[src/rtl/shift_rows_if.sv]
// Stream interface for shift_rows_pipe: an input beat channel, an output beat channel and the block counter.
// master = producer/consumer side (testbench or round logic), slave = the pipeline.
interface shift_rows_if #(
  parameter int NB    = 4,
  parameter int CNT_W = 16
);
  logic              in_valid;
  logic              in_ready;
  logic              in_inv;
  logic [32*NB-1:0]  state_in;
  logic              out_valid;
  logic              out_ready;
  logic [32*NB-1:0]  state_out;
  logic              out_inv;
  logic [CNT_W-1:0]  blk_cnt;

  modport master (
    output in_valid, in_inv, state_in, out_ready,
    input  in_ready, out_valid, state_out, out_inv, blk_cnt
  );

  modport slave (
    input  in_valid, in_inv, state_in, out_ready,
    output in_ready, out_valid, state_out, out_inv, blk_cnt
  );
endinterface

[src/rtl/shift_rows_pipe.sv]
// Pipelined Rijndael ShiftRows/InvShiftRows stage (Nb = 4/6/8, 1..4 elastic register stages).
// Define SHIFT_ROWS_INV_EN to enable the per-beat inverse mode selected by in_inv.
module shift_rows_pipe #(
  parameter int NB     = 4,
  parameter int STAGES = 1,
  parameter int CNT_W  = 16
) (
  input logic         clk,
  input logic         rst,
  shift_rows_if.slave bus
);
  localparam int W = 32 * NB;
  typedef logic [W-1:0] state_t;

  if (!(NB == 4 || NB == 6 || NB == 8)) begin : g_bad_nb
    $error("shift_rows_pipe: NB must be 4, 6 or 8");
  end
  if (STAGES < 1 || STAGES > 4) begin : g_bad_stages
    $error("shift_rows_pipe: STAGES must be 1..4");
  end
  if (CNT_W < 1) begin : g_bad_cnt
    $error("shift_rows_pipe: CNT_W must be at least 1");
  end

  // Row rotation amounts; the 256-bit block uses the wider 3/4 offsets on rows 2/3.
  function automatic int row_off(input int r);
    case (r)
      0:       return 0;
      1:       return 1;
      2:       return (NB == 8) ? 3 : 2;
      default: return (NB == 8) ? 4 : 3;
    endcase
  endfunction

  // Byte (r,c) lives at k = 4c+r, counted from the MSB end of the vector.
  function automatic state_t shift_fwd(input state_t s);
    state_t o;
    o = '0;
    for (int c = 0; c < NB; c++) begin
      for (int r = 0; r < 4; r++) begin
        o[W-1-8*(4*c+r) -: 8] = s[W-1-8*(4*((c + row_off(r)) % NB)+r) -: 8];
      end
    end
    return o;
  endfunction

`ifdef SHIFT_ROWS_INV_EN
  function automatic state_t shift_inv(input state_t s);
    state_t o;
    o = '0;
    for (int c = 0; c < NB; c++) begin
      for (int r = 0; r < 4; r++) begin
        o[W-1-8*(4*c+r) -: 8] = s[W-1-8*(4*((c + NB - row_off(r)) % NB)+r) -: 8];
      end
    end
    return o;
  endfunction
`endif

  // Handshake: a beat moves across a boundary on a rising edge where valid && ready are both 1;
  // valid never depends on ready, and a held beat keeps data/inv stable until it moves.
  logic             stg_valid [STAGES];
  state_t           stg_data  [STAGES];
  logic             stg_load  [STAGES];
  logic             up_valid  [STAGES];
  state_t           up_data   [STAGES];
  logic [CNT_W-1:0] cnt;
  state_t           perm;

`ifdef SHIFT_ROWS_INV_EN
  logic stg_inv [STAGES];
  logic up_inv  [STAGES];

  assign perm = bus.in_inv ? shift_inv(bus.state_in) : shift_fwd(bus.state_in);
`else
  logic unused_in_inv;

  assign unused_in_inv = bus.in_inv;
  assign perm          = shift_fwd(bus.state_in);
`endif

  // A stage can load if it is empty or its content leaves this cycle; this ripples back from out_ready.
  always_comb begin : load_chain
    logic take;
    take = bus.out_ready;
    for (int i = STAGES - 1; i >= 0; i--) begin
      take        = !stg_valid[i] || take;
      stg_load[i] = take;
    end
  end

  always_comb begin : upstream_sel
    for (int i = 0; i < STAGES; i++) begin
      if (i == 0) begin
        up_valid[i] = bus.in_valid;
        up_data[i]  = perm;
      end else begin
        up_valid[i] = stg_valid[i-1];
        up_data[i]  = stg_data[i-1];
      end
    end
  end

`ifdef SHIFT_ROWS_INV_EN
  always_comb begin : upstream_inv
    for (int i = 0; i < STAGES; i++) begin
      up_inv[i] = (i == 0) ? bus.in_inv : stg_inv[i-1];
    end
  end
`endif

  always_ff @(posedge clk) begin
    if (rst) begin
      for (int i = 0; i < STAGES; i++) begin
        stg_valid[i] <= 1'b0;
        stg_data[i]  <= '0;
`ifdef SHIFT_ROWS_INV_EN
        stg_inv[i]   <= 1'b0;
`endif
      end
      cnt <= '0;
    end else begin
      for (int i = 0; i < STAGES; i++) begin
        if (stg_load[i]) begin
          stg_valid[i] <= up_valid[i];
          // Data only moves with a real beat so an idle stage keeps its last contents.
          if (up_valid[i]) begin
            stg_data[i] <= up_data[i];
`ifdef SHIFT_ROWS_INV_EN
            stg_inv[i]  <= up_inv[i];
`endif
          end
        end
      end
      if (stg_valid[STAGES-1] && bus.out_ready) begin
        cnt <= cnt + 1'b1;
      end
    end
  end

  assign bus.in_ready  = stg_load[0] && !rst;
  assign bus.out_valid = stg_valid[STAGES-1];
  assign bus.state_out = stg_data[STAGES-1];
  assign bus.blk_cnt   = cnt;
`ifdef SHIFT_ROWS_INV_EN
  assign bus.out_inv   = stg_inv[STAGES-1];
`else
  assign bus.out_inv   = 1'b0;
`endif

endmodule
[src/flat_wrapper.sv]
// flat-port wrapper written by rule: the top's interface ports become plain ports
module shift_rows_pipe_flat 
#(
  parameter int NB     = 4,
  parameter int STAGES = 1,
  parameter int CNT_W  = 16
)
  (clk, rst, bus_in_valid, bus_in_inv, bus_state_in, bus_out_ready, bus_in_ready, bus_out_valid, bus_state_out, bus_out_inv, bus_blk_cnt);
  shift_rows_if #(.NB(NB), .CNT_W(CNT_W)) bus_i ();
  input logic clk;
  input logic rst;
  input wire logic [$bits(bus_i.in_valid)-1:0] bus_in_valid;
  input wire logic [$bits(bus_i.in_inv)-1:0] bus_in_inv;
  input wire logic [$bits(bus_i.state_in)-1:0] bus_state_in;
  input wire logic [$bits(bus_i.out_ready)-1:0] bus_out_ready;
  output wire logic [$bits(bus_i.in_ready)-1:0] bus_in_ready;
  output wire logic [$bits(bus_i.out_valid)-1:0] bus_out_valid;
  output wire logic [$bits(bus_i.state_out)-1:0] bus_state_out;
  output wire logic [$bits(bus_i.out_inv)-1:0] bus_out_inv;
  output wire logic [$bits(bus_i.blk_cnt)-1:0] bus_blk_cnt;
  assign bus_i.in_valid = bus_in_valid;
  assign bus_i.in_inv = bus_in_inv;
  assign bus_i.state_in = bus_state_in;
  assign bus_i.out_ready = bus_out_ready;
  assign bus_in_ready = bus_i.in_ready;
  assign bus_out_valid = bus_i.out_valid;
  assign bus_state_out = bus_i.state_out;
  assign bus_out_inv = bus_i.out_inv;
  assign bus_blk_cnt = bus_i.blk_cnt;
  shift_rows_pipe #(.NB(NB), .STAGES(STAGES), .CNT_W(CNT_W)) u_core (.clk(clk), .rst(rst), .bus(bus_i));
endmodule
[config.mk]
export PLATFORM = sky130hd
export DESIGN_NAME = shift_rows_pipe_flat
export DESIGN_NICKNAME = d
export VERILOG_FILES = /design/src/rtl/shift_rows_if.sv /design/src/rtl/shift_rows_pipe.sv /design/src/flat_wrapper.sv
export SDC_FILE = /design/constraint.sdc
export NUM_CORES = 1
export LEC_CHECK = 0
export CAP_MARGIN = 20
export CORE_ASPECT_RATIO = 0.8
export CORE_MARGIN = 2
export CORE_UTILIZATION = 30
export CTS_BUF_LIST = sky130_fd_sc_hd__clkbuf_16
export DETAILED_ROUTE_END_ITERATION = 10
export DONT_BUFFER_PORTS = 1
export PLACE_DENSITY = 0.48
export SLEW_MARGIN = 20
export SYNTH_ARGS = -nofsm -noshare
export SYNTH_HDL_FRONTEND = slang
export SYNTH_SLANG_ARGS = --single-unit
[constraint.sdc]
create_clock -name clk -period 3.5 [get_ports clk]
set_input_delay 0.175 -clock clk [delete_from_list [all_inputs] [get_ports clk]]
set_output_delay 0.175 -clock clk [all_outputs]
set_load 0.05 [all_outputs]
==> results.md, run 1 <==
- Counting along the longest clock path gives a buffer depth of 2.
- The xor/xnor share of the synthesized area is 1.73%.
- The mux share of post-synthesis cell area is less than 1%.
- After synthesis, the mean cell area works out to ~15 um2.
- The area of the mapped netlist is 5580 um2.
- By area the synthesized netlist is led by sky130_fd_sc_hd__edfxtp_1, sky130_fd_sc_hd__and3_1, sky130_fd_sc_hd__dfxtp_1, sky130_fd_sc_hd__clkbuf_1, sky130_fd_sc_hd__xnor2_1.
- CTS built an H-tree with a depth of 4.
- The number of cell rows is 44.
- After synthesis, the largest family of logic cells by area is simple AND/OR/NAND/NOR gates.
- The die is roughly 130 um tall.
- The cell at the root of the clock tree is sky130_fd_sc_hd__clkbuf_16.
- The stage where the run ended is clock tree synthesis (4_1_cts).
- The synthesized netlist devotes less than 1% of its cell area to adder and majority cells.
- The number of nets produced by synthesis is slightly above 500.
- The number of gates resized after cts is 0.
- The die width is 156 um.
- The post-CTS repair timing setup buffer count is 0.
- The flow did not finish.
- The post-synthesis register bit count is about 150.
- The sequential area share after synthesis is between 70% and 80%.
- The area share of the leading cell type in the synthesized netlist is roughly 70%.
- In this run the count of I/O pins placed on the die edge is 280.
- The clock buffer count from CTS is 17.
- The post-synthesis share of cell area spent on and, or, nand and nor gates is ~19%.
- The share of the synthesized area in compound gates (AO/OA/AOI/OAI) is 0.942%.
- The tool reported: "[ERROR RSZ-0060] Max buffer count reached".
- Once detailed placement completed, the half-perimeter wirelength came to a little under 9000 um.
- For this design, the CTS-stage hold fixing added around 120 buffers.
- The global placer's final weighted congestion is approximately 0.7.
- The distinct cell type count after synthesis is 27.
- Of all cell types, the one taking the most synthesized area is sky130_fd_sc_hd__edfxtp_1.
- The number of sinks driven by the clock tree is between 100 and 150.
- The effective utilization at floorplan is between 30% and 40%.
- In the synthesized netlist, the number of instances is about 380.
- The count of buffers added on input and output ports is 0.
- For this run, the number of Yosys warnings is 0.
- Including well taps, the total number of placed cells is 581.
## cells by family after synthesis
family,Yosys count
other cells,1
buf+inv,32
flops,145
mux,1
xor+xnor,11
compound gates,8
simple gates,180
fa+ha+maj,1
## synth_stat cells (all sizes together)
library cell,n
a21o,1
a21oi,4
a31o,2
and2,3
and3,128
and4,3
buf,9
clkbuf,23
conb,1
dfxtp,16
edfxtp,129
ha,1
mux2,1
nand2,8
nand2b,3
nand3,6
nand4,4
nor2,16
nor2b,2
nor3,3
nor4,2
o31ai,1
or2,1
or4,1
xnor2,7
xor2,4
## metrics by stage
stage	area, um2	worst slack (ns)	utilization (%)
floorplan	5580	0.696	-
global placement	5800	1.31	31.9
detailed placement	5800	1.26	31.9
==> inputs of run 2 (changes only) <==
- CORE_ASPECT_RATIO: 0.8 -> unset
- CORE_UTILIZATION: 30 -> 20
- CTS_BUF_LIST: sky130_fd_sc_hd__clkbuf_16 -> unset
- PLACE_DENSITY: 0.48 -> unset
- PLACE_DENSITY_LB_ADDON: unset -> 0.15
- clock period: 3.5 -> 4.55 ns (I/O delays scaled with it)
==> results.md, run 2 <==
- The number of sinks driven by the clock tree is 145 (unchanged).
- The number of global-route vias before repair was around 3,000.
- In the synthesized netlist, the cells that appear most often are sky130_fd_sc_hd__edfxtp_1, sky130_fd_sc_hd__and3_1, sky130_fd_sc_hd__clkbuf_1.
- VDD sags by at most 0.000179 V.
- The number of hold violations in the final report is 0.
- The cell count after synthesis came to 379 (unchanged).
- The via count is approximately 3,100.
- The number of cell rows is 61 (+39%).
- The synthesized design spends more area on one cell type than any other, namely sky130_fd_sc_hd__edfxtp_1.
- Setup repair after global routing left no endpoint under its margin.
- Cells fill between 20% and 30% of the core in the end.
- The placeable core region is about 28,000 um2.
- The actual slew at the worst max-slew pin is slightly above 0.8 ns.
- The arrival time reported for the critical path endpoint is about 2.5 ns.
- In the final routed layout, each cell accounts on average for between 15 and 20 um.
- The dominant synthesized flop cell is sky130_fd_sc_hd__edfxtp_1.
- The effective utilization at floorplan is 20.2% (-11 points).
- The count of fill cells added during filler insertion is between 2,000 and 3,000.
- The power density normalized to cell area is 527 nW/um2.
- The number of enable-type register cells in the synthesized netlist was 129 (unchanged).
- Registers take 4190 um2.
- The die extent in y is 171 um (+36%).
- The mean instance size in the synthesized netlist is 14.7 um2 (unchanged).
- The post-synthesis async set-or-reset flop share is 0% (unchanged).
- The number of warnings reported in the yosys synthesis log is 0 (unchanged).
- After routing the design area is about 6600 um2.
- The library cell used most frequently in the layout, excluding fill and tap cells, is sky130_fd_sc_hd__edfxtp_1.
- The final period demand of the worst path is between 2 and 2.5 ns.
- In the finished design, the share of the clock period the worst path needs comes to about 54%.
- By startpoint and endpoint, the worst setup path is classified as reg2reg.
- At the end of the flow, the number of nets in the layout was between 500 and 600.
- The multi-input combinational cells in the finished layout cover a total of around 1300 um2.
- The clock latency on the worst-skew pair is 0.42 ns.
- In this run the tightest slew margin relative to its limit is between 40% and 50%.
- The number of buffers on the longest clock path is 2 (unchanged).
- For this run, design rule violations remaining after detail routing come to 0.
- The number of nets produced by synthesis came to 513 (unchanged).
- The layout overhead on the synthesized area is 18.3%.
- The type of element launching the critical path is a flop.
- The post-place instance area is 5970 um2 (+2.9%).
- The detailed router finished its first iteration with between 200 and 250 violations.
- The number of antenna violations at the first check in global routing is 3.
- The register clock-pin slew on the reported worst setup and hold paths is around 0.07 ns.
- The die width is 171 um (+9.3%).
- The distinct cell type count after synthesis is 27 (unchanged).
- Entering global routing, the biggest net connects 131 pins.
- For this run, the total global-route usage over all layers was measured as around 9.7%.
- The clock tree from TritonCTS is done.
- The clock buffer count from CTS is 17 (unchanged).
- The area of the mapped netlist is 5580 um2 (unchanged).
- For this design, the slowest cell found on the critical path is sky130_fd_sc_hd__edfxtp_1.
- The area enclosed by the die boundary is ~29,000 um2.
- The overall routed net length is around 15,000 um.
- In this design, the stage delay of the slowest critical-path cell is 0.66 ns.
- The tool flagged a number of max-cap violations equal to 0.
- In the layout the commonest cells are sky130_fd_sc_hd__edfxtp_1, sky130_fd_sc_hd__and3_1, sky130_fd_sc_hd__clkbuf_16.
- The run finished with clean final reports.
- Yosys instantiated no cell more often than sky130_fd_sc_hd__edfxtp_1.
- The sequential area share after synthesis came to 75.2% (unchanged).
- The post-synthesis register bit count is 145 (unchanged).
- The number of buffers added on ports is 0 (unchanged).
- Data on the critical path is required at its endpoint by ~4.6 ns.
- The endpoint type of the worst setup path is a flop.
- The number of H-tree levels came to 4 (unchanged).
- The tree is rooted in a sky130_fd_sc_hd__clkbuf_16.
- The leakage power summed over all cells is roughly 2.7 nW.
- The fmax is 0.409 GHz.
- Traced cell by cell, the critical path runs through nand2b_1 > a21o_4 > buf_12.
- The sum of negative setup slack is 0 ns.
- The I/O pin count was 280 (unchanged).
- The post-DP HPWL is 9730 um (+12%).
- The final-report setup violation count is 0.
- For this run the aggregate overflow at the end of global routing stands at 0.
- The largest driver fanout on the critical path is 73.
- The first global-routing pass estimated 20,400 um of wire.
- The register with the most flip-flops in the layout has 128 of them.
- The global placer's final weighted congestion is 0.747 (+5.5%).
- The via count normalized by instance count is approximately 4.
- In the final layout, the share of cells above drive strength 1 is 9.92%.
- In the post-synthesis netlist, the biggest area contributors are sky130_fd_sc_hd__edfxtp_1, sky130_fd_sc_hd__and3_1, sky130_fd_sc_hd__dfxtp_1, sky130_fd_sc_hd__clkbuf_1, sky130_fd_sc_hd__xnor2_1.
- The path class of the tightest hold or removal check is in2reg.
- The area share of the leading cell type in the synthesized netlist is 69.4% (unchanged).
- The final clock skew is ~0.017 ns.
- The pre-antenna-repair detailed-routing pass consisted of 4 iterations.
- Ranked by flip-flop count, first place goes to u_core.stg_data.
- In this run the remaining antenna-violating nets after routing total 0.
- The final count of pins violating max slew is 0.
==> run 2: cell counts after synthesis <==
Identical to the previous run, type by type.
==> run 2: critical path, delay by kind of cell, from the launching register on <==
| kind | cells | cell delay (ns) |
|---|---|---|
| and+or+nand+nor | 1 | 0.25 |
| AOI/OAI and AO/OA | 1 | 0.61 |
| buffers and inverters | 1 | 0.42 |
| DFF | 1 | 0.66 |
==> run 2: through the flow <==
stage          instances  power [mW]  setup WS, ns  hold slack, ns
4_1_cts              761        3.55          2.08         0.00486
3_3_place_gp         727        2.06          2.14           0.301
2_1_floorplan        379        2.02         0.621           0.457
6_report             765        3.48          2.11          0.0244
5_1_grt              763        3.60          1.92          0.0125
3_5_place_dp         727        2.06          2.11           0.301
==> run 2: power by group <==
group / internal, mW / leakage, nW / switching (mW)
combinational: 0.0336 / 0.881 / 0.0714
clock: 0.828 / 0.292 / 0.622
sequential: 1.56 / 1.54 / 0.365
==> run 2: cell families after synthesis <==
group                      count (synthesis)  share of synthesized area (%)
AOI/OAI and AO/OA                          8                          0.942
xor gates and xnor gates                  11                           1.73
adders and majority gates                  1                          0.224
buffers and inverters                     32                           2.40
DFF                                      145                           75.2
muxes                                      1                          0.202
other                                      1                         0.0672
and+or+nand+nor                          180                           19.3
==> run 2: worst paths after layout <==
| path | from | to | slack (ns) | cells past startpoint |
|---|---|---|---|---|
| setup reg to reg | u_core.stg_valid[0] | u_core.stg_data[0][16] | 2.11 | 3 |
| setup / recovery | u_core.stg_valid[0] | u_core.stg_data[0][16] | 2.11 | 3 |
| hold reg to reg | u_core.bus.blk_cnt[15] | u_core.bus.blk_cnt[15] | 0.75 | 2 |
| hold / removal | rst | u_core.bus.blk_cnt[12] | 0.02 | 2 |
==> run 2: layout make-up <==
| cell class | instances | area share, % |
|---|---|---|
| sequential | 145 | 63.5 |
| tap | 378 | 7.16 |
| clock inverter | 15 | 2.60 |
| clock buffer | 17 | 6.44 |
| multi-input combinational | 202 | 19.2 |
| timing repair buffer | 4 | 0.910 |
| antenna | 4 | 0.152 |
==> run 2: per-layer routing <==
| layer | wire length, um | GRT usage (%) | up-vias |
|---|---|---|---|
| met1 | 5970 | 10.7 | 1499 |
| met2 | 7540 | 16.3 | 176 |
| li1 | - | - | 1410 |
| met3 | 1490 | 4.49 | 9 |
| met5 | 0 | 0 | - |
| met4 | 221 | 3.91 | 0 |
==> run 2: what timing repair did <==
action                                 in CTS  in global routing
setup buffers                               0                  0
endpoints found under the hold margin      15                  0
hold buffers                                2                  0
resized for setup                           0                  0
Note: power is estimated with default switching activity, not from simulation.
==> inputs of run 3 (changes only) <==
- clock period: 4.55 -> 2.5 ns (I/O delays scaled with it)
==> results.md, run 3 (synthesis results as in run 2) <==
- The run finished with clean final reports.
- The worst setup path is launched from a flop.
- The final design area excluding fillers is 8150 um2 (+24%).
- The number of hold violations in the final report is 0 (unchanged).
- The I/O pin count is 280 (unchanged).
- Traced cell by cell, the critical path runs through buf_4 > nand2b_1 > nor2b_4 > buf_12 > and3_1 > dlygate4sd3_1.
- The number of gates resized after cts is 0 (unchanged).
- The clock buffer count from CTS is 17 (unchanged).
- The number of placed cells counting well taps is 746 (+2.6%).
- The required time of the critical path is 2.78 ns (-1.85 ns).
- The type of the worst setup path is reg2reg.
- The post-place instance area was 6140 um2 (+2.8%).
- Setup repair after global routing left no endpoint under its margin.
- The number of design rule violations left after detail routing was 0 (unchanged).
- The placeable core region is 27,600 um2 (unchanged).
- The largest vdd supply drop is 0.000313 V (+75%).
- The flip-flop count of the largest register, all copies and words added is 128 (unchanged).
- The detailed router's first-iteration violation count was 223 (-4.3%).
- The count of fill cells added during filler insertion is 2,818 (-2.9%).
- The most common cell after layout, fill and taps aside is sky130_fd_sc_hd__dlygate4sd3_1.
- The largest net degree at the start of global routing is 127 (-3.1%).
- The number of H-tree levels came to 4 (unchanged).
- The post-route core utilization was 29.5% (+5.6 points).
- The area of the multi-input gates came to 1270 um2 (unchanged).
- The antenna diode count is 0 (-4).
- The post-DP HPWL is 9580 um (-1.6%).
- u_core.stg_data holds more flip-flops than any other register.
- The clock tree from TritonCTS is done.
- The effective utilization at floorplan is 20.2% (unchanged).
- The via count normalized by instance count is 3.99 (-1.3%).
- The min-delay analysis places its worst path in the category in2reg.
- The all-layer global routing usage is 10.2% (+0.43 points).
- The final-report setup violation count is 0 (unchanged).
- The actual slew at the worst max-slew pin is 0.734 ns (-0.0773 ns).
- The number of buffers on the longest clock path was 2 (unchanged).
- The clock latency on the worst-skew pair came to 0.41 ns (about the same).
- The wire length of the first global-routing pass is 22,100 um (+8.3%).
- The number of buffers added on ports is 0 (unchanged).
- The largest driver fanout on the critical path came to 71 (-2.7%).
- The register clock-pin slew on the reported worst setup and hold paths is 0.07 ns (about the same).
- The register area is 4190 um2 (unchanged).
- The overall routed net length is 15,900 um (+4.7%).
- Broken down by cell family, the worst path's largest delay share belongs to buffers and inverters.
- The top cell types in the final layout, fill and taps aside, are sky130_fd_sc_hd__dlygate4sd3_1, sky130_fd_sc_hd__edfxtp_1, sky130_fd_sc_hd__and3_1.
- The area enclosed by the die boundary is 29,300 um2 (unchanged).
- The cell at the root of the clock tree is sky130_fd_sc_hd__clkbuf_16.
- The worst max-slew margin expressed relative to the limit came to 50.9% (+5.0 points).
- The fraction of the cycle the final worst path needs came to 86.7% (+33 points).
- STA classifies the critical path endpoint as a flop.
- The number of cell rows is 61 (unchanged).
- The power density normalized to cell area is 829 nW/um2 (+57%).
- The count of max-cap constraint violations was 0 (unchanged).
- The number of global-route vias before repair came to 3,657 (+22%).
- The delay of the slowest critical-path stage is 0.55 ns (-0.11 ns).
- The leakage power summed over all cells was 3.41 nW (+26%).
- The number of antenna violations at the first check in global routing came to 0 (-3).
- The final period demand of the worst path is 2.17 ns (-0.275 ns).
- The total number of nets in the final design is 655 (+30%).
- The total power of the final layout is 6.76 mW (+94%).
- The count of TritonRoute iterations in the first routing pass came to 4 (unchanged).
- The final clock skew is 0.00862 ns (-0.00838 ns).
- The number of sinks driven by the clock tree is 145 (unchanged).
- The layout overhead on the synthesized area is 46.1%.
- The global route total overflow was 0 (unchanged).
- The post-route antenna net violation count is 0 (unchanged).
- The number of buffers and inverters on the critical path came to 3 (+2).
- The global placer's final weighted congestion is 0.737 (-1.4%).
- The die width is 171 um (unchanged).
- The average wire per cell in the routed design is 17.5 um (-12%).
- The fmax is 0.461 GHz (+13%).
- The final count of pins violating max slew is 0 (unchanged).
- The sum of negative setup slack is 0 ns (unchanged).
- The worst-path cell with the longest stage delay is sky130_fd_sc_hd__dlygate4sd3_1.
- The via count is 3,638 (+18%).
- The post-layout instance count excluding filler cells is 911 (+19%).
- The arrival time reported for the critical path endpoint was 2.44 ns (-0.08 ns).
- The die extent in y was 171 um (unchanged).
- The share of post-route cells with drive strength above 1 is 10.9% (+0.96 points).
==> run 3: changes by cell type in the layout (fill, tap and decap cells not counted) <==
cell,delta
sky130_fd_sc_hd__buf_12,+2
sky130_fd_sc_hd__buf_16,+1
sky130_fd_sc_hd__buf_4,+17
sky130_fd_sc_hd__bufinv_16,+3
sky130_fd_sc_hd__clkinv_1,-1
sky130_fd_sc_hd__clkinv_2,-1
sky130_fd_sc_hd__clkinvlp_4,+2
sky130_fd_sc_hd__diode_2,-4
sky130_fd_sc_hd__dlygate4sd3_1,+131
sky130_fd_sc_hd__inv_6,-2
sky130_fd_sc_hd__inv_8,-2
==> run 3: path summary, 6_finish.rpt <==
check / from / end / slack [ns] / depth (start not counted)
setup / recovery: u_core.stg_valid[0] / u_core.stg_data[0][11] / 0.33 / 6
hold / removal: rst / u_core.bus.blk_cnt[13] / 0.04 / 3
setup reg to reg: u_core.stg_valid[0] / u_core.stg_data[0][11] / 0.33 / 6
hold reg to reg: u_core.bus.blk_cnt[1] / u_core.bus.blk_cnt[1] / 0.50 / 2
==> run 3: layout make-up <==
| type | instances | area share [%] |
|---|---|---|
| clock buffers | 17 | 5.22 |
| clock inverters | 14 | 2.79 |
| multi-input cells | 202 | 15.5 |
| flip-flops and latches | 145 | 51.4 |
| well taps | 378 | 5.80 |
| repair buffers | 155 | 19.2 |
==> run 3: where the power goes <==
group | switching [mW] | internal (mW)
logic | 0.199 | 0.213
registers | 0.649 | 2.84
clock network | 1.07 | 1.79
total | 1.92 | 4.84
==> run 3: worst register-to-register path, cell delays in order (launching register included) <==
cell,delay [ns]
sky130_fd_sc_hd__edfxtp_1,0.37
sky130_fd_sc_hd__buf_4,0.21
sky130_fd_sc_hd__nand2b_1,0.14
sky130_fd_sc_hd__nor2b_4,0.22
sky130_fd_sc_hd__buf_12,0.29
sky130_fd_sc_hd__and3_1,0.23
sky130_fd_sc_hd__dlygate4sd3_1,0.55
==> run 3: metal layers <==
metal | global-route usage (%) | up-vias | routed length, um
met3 | 4.12 | 11 | 1240
met2 | 17.1 | 176 | 7970
li1 | - | 1704 | -
met4 | 3.94 | 0 | 219
met1 | 11.6 | 1747 | 6500
met5 | 0 | - | 0
==> run 3: repair_timing <==
action | 4_1_cts | 5_1_grt
hold buffers | 134 | 0
setup buffers | 0 | 0
endpoints found under the hold margin | 146 | 0
==> run 3: stage by stage <==
step	hold slack [ns]	setup slack (ns)
floorplan	0.354	0.360
global placement	0.198	0.749
detailed placement	0.201	0.776
CTS	0.0184	0.363
global route	0.0212	0.217
finish	0.0367	0.332
==> inputs of run 4 (changes only) <==
- CORE_AREA: unset -> 2 2 107 109
- CORE_MARGIN: 2 -> unset
- CORE_UTILIZATION: 20 -> unset
- DIE_AREA: unset -> 0 0 109 111
- clock period: 2.5 -> 2.29 ns (I/O delays scaled with it)
==> results.md, run 4 <==
- The cell taking the most area after synthesis is sky130_fd_sc_hd__edfxtp_1.
- The number of H-tree levels came to 4 (unchanged).
- The stage where the run ended is clock tree synthesis (4_1_cts).
- The effective utilization at floorplan was 50.4% (+30 points).
- The cell with the most instances after synthesis is sky130_fd_sc_hd__edfxtp_1.
- The dominant synthesized flop cell is sky130_fd_sc_hd__edfxtp_1.
- The I/O pin count came to 280 (unchanged).
- The number of nets produced by synthesis is 513 (unchanged).
- The sequential area share after synthesis came to 75.2% (unchanged).
- The number of gates resized after cts was 0 (unchanged).
- The number of sinks driven by the clock tree is 145 (unchanged).
- The run stopped with a tool error.
- The number of buffers on the longest clock path is 2 (unchanged).
- After synthesis, the cell types taking the most area are sky130_fd_sc_hd__edfxtp_1, sky130_fd_sc_hd__and3_1, sky130_fd_sc_hd__dfxtp_1, sky130_fd_sc_hd__clkbuf_1, sky130_fd_sc_hd__xnor2_1.
- The post-DP HPWL is 8240 um (-14%).
- The mean instance size in the synthesized netlist is 14.7 um2 (unchanged).
- The clock buffer count from CTS is 17 (unchanged).
- The distinct cell type count after synthesis came to 27 (unchanged).
- The global placer's final weighted congestion is 0.773 (+4.9%).
- By count the netlist is led by sky130_fd_sc_hd__edfxtp_1, sky130_fd_sc_hd__and3_1, sky130_fd_sc_hd__clkbuf_1.
- The post-synthesis register bit count is 145 (unchanged).
- The number of cell rows was 39 (-36%).
- The post-placement worst setup slack is 0.573 ns (-0.203 ns).
- The hold buffer count at cts came to 109 (-19%).
- The cell count after synthesis is 379 (unchanged).
- The area of the mapped netlist was 5580 um2 (unchanged).
- The number of warnings reported in the yosys synthesis log is 0 (unchanged).
- The number of placed cells counting well taps is 511 (-32%).
- The post-synthesis async set-or-reset flop share was 0% (unchanged).
- The cell at the root of the clock tree is sky130_fd_sc_hd__clkbuf_16.
- The die width is 109 um (-36%).
- The post-CTS repair timing setup buffer count is 0 (unchanged).
- The number of buffers added on ports is 0 (unchanged).
- The number of enable-type register cells in the synthesized netlist is 129 (unchanged).
- The area share of the leading cell type in the synthesized netlist is 69.4% (unchanged).
- The tool reported: "[ERROR RSZ-0060] Max buffer count reached".
- The die extent in y is 111 um (-35%).
run 4: through the flow:
stage / hold WS, ns / instance area (um2)
2_1_floorplan: 0.344 / 5590
3_3_place_gp: 0.188 / 5840
3_5_place_dp: 0.191 / 5840
run 4: cell families after synthesis:
| kind of cell | Yosys count | synth area share (%) |
|---|---|---|
| buf+inv | 32 | 2.40 |
| xor+xnor | 11 | 1.73 |
| flops | 145 | 75.2 |
| compound gates | 8 | 0.942 |
| mux | 1 | 0.202 |
| simple gates | 180 | 19.3 |
| other cells | 1 | 0.0672 |
| fa+ha+maj | 1 | 0.224 |
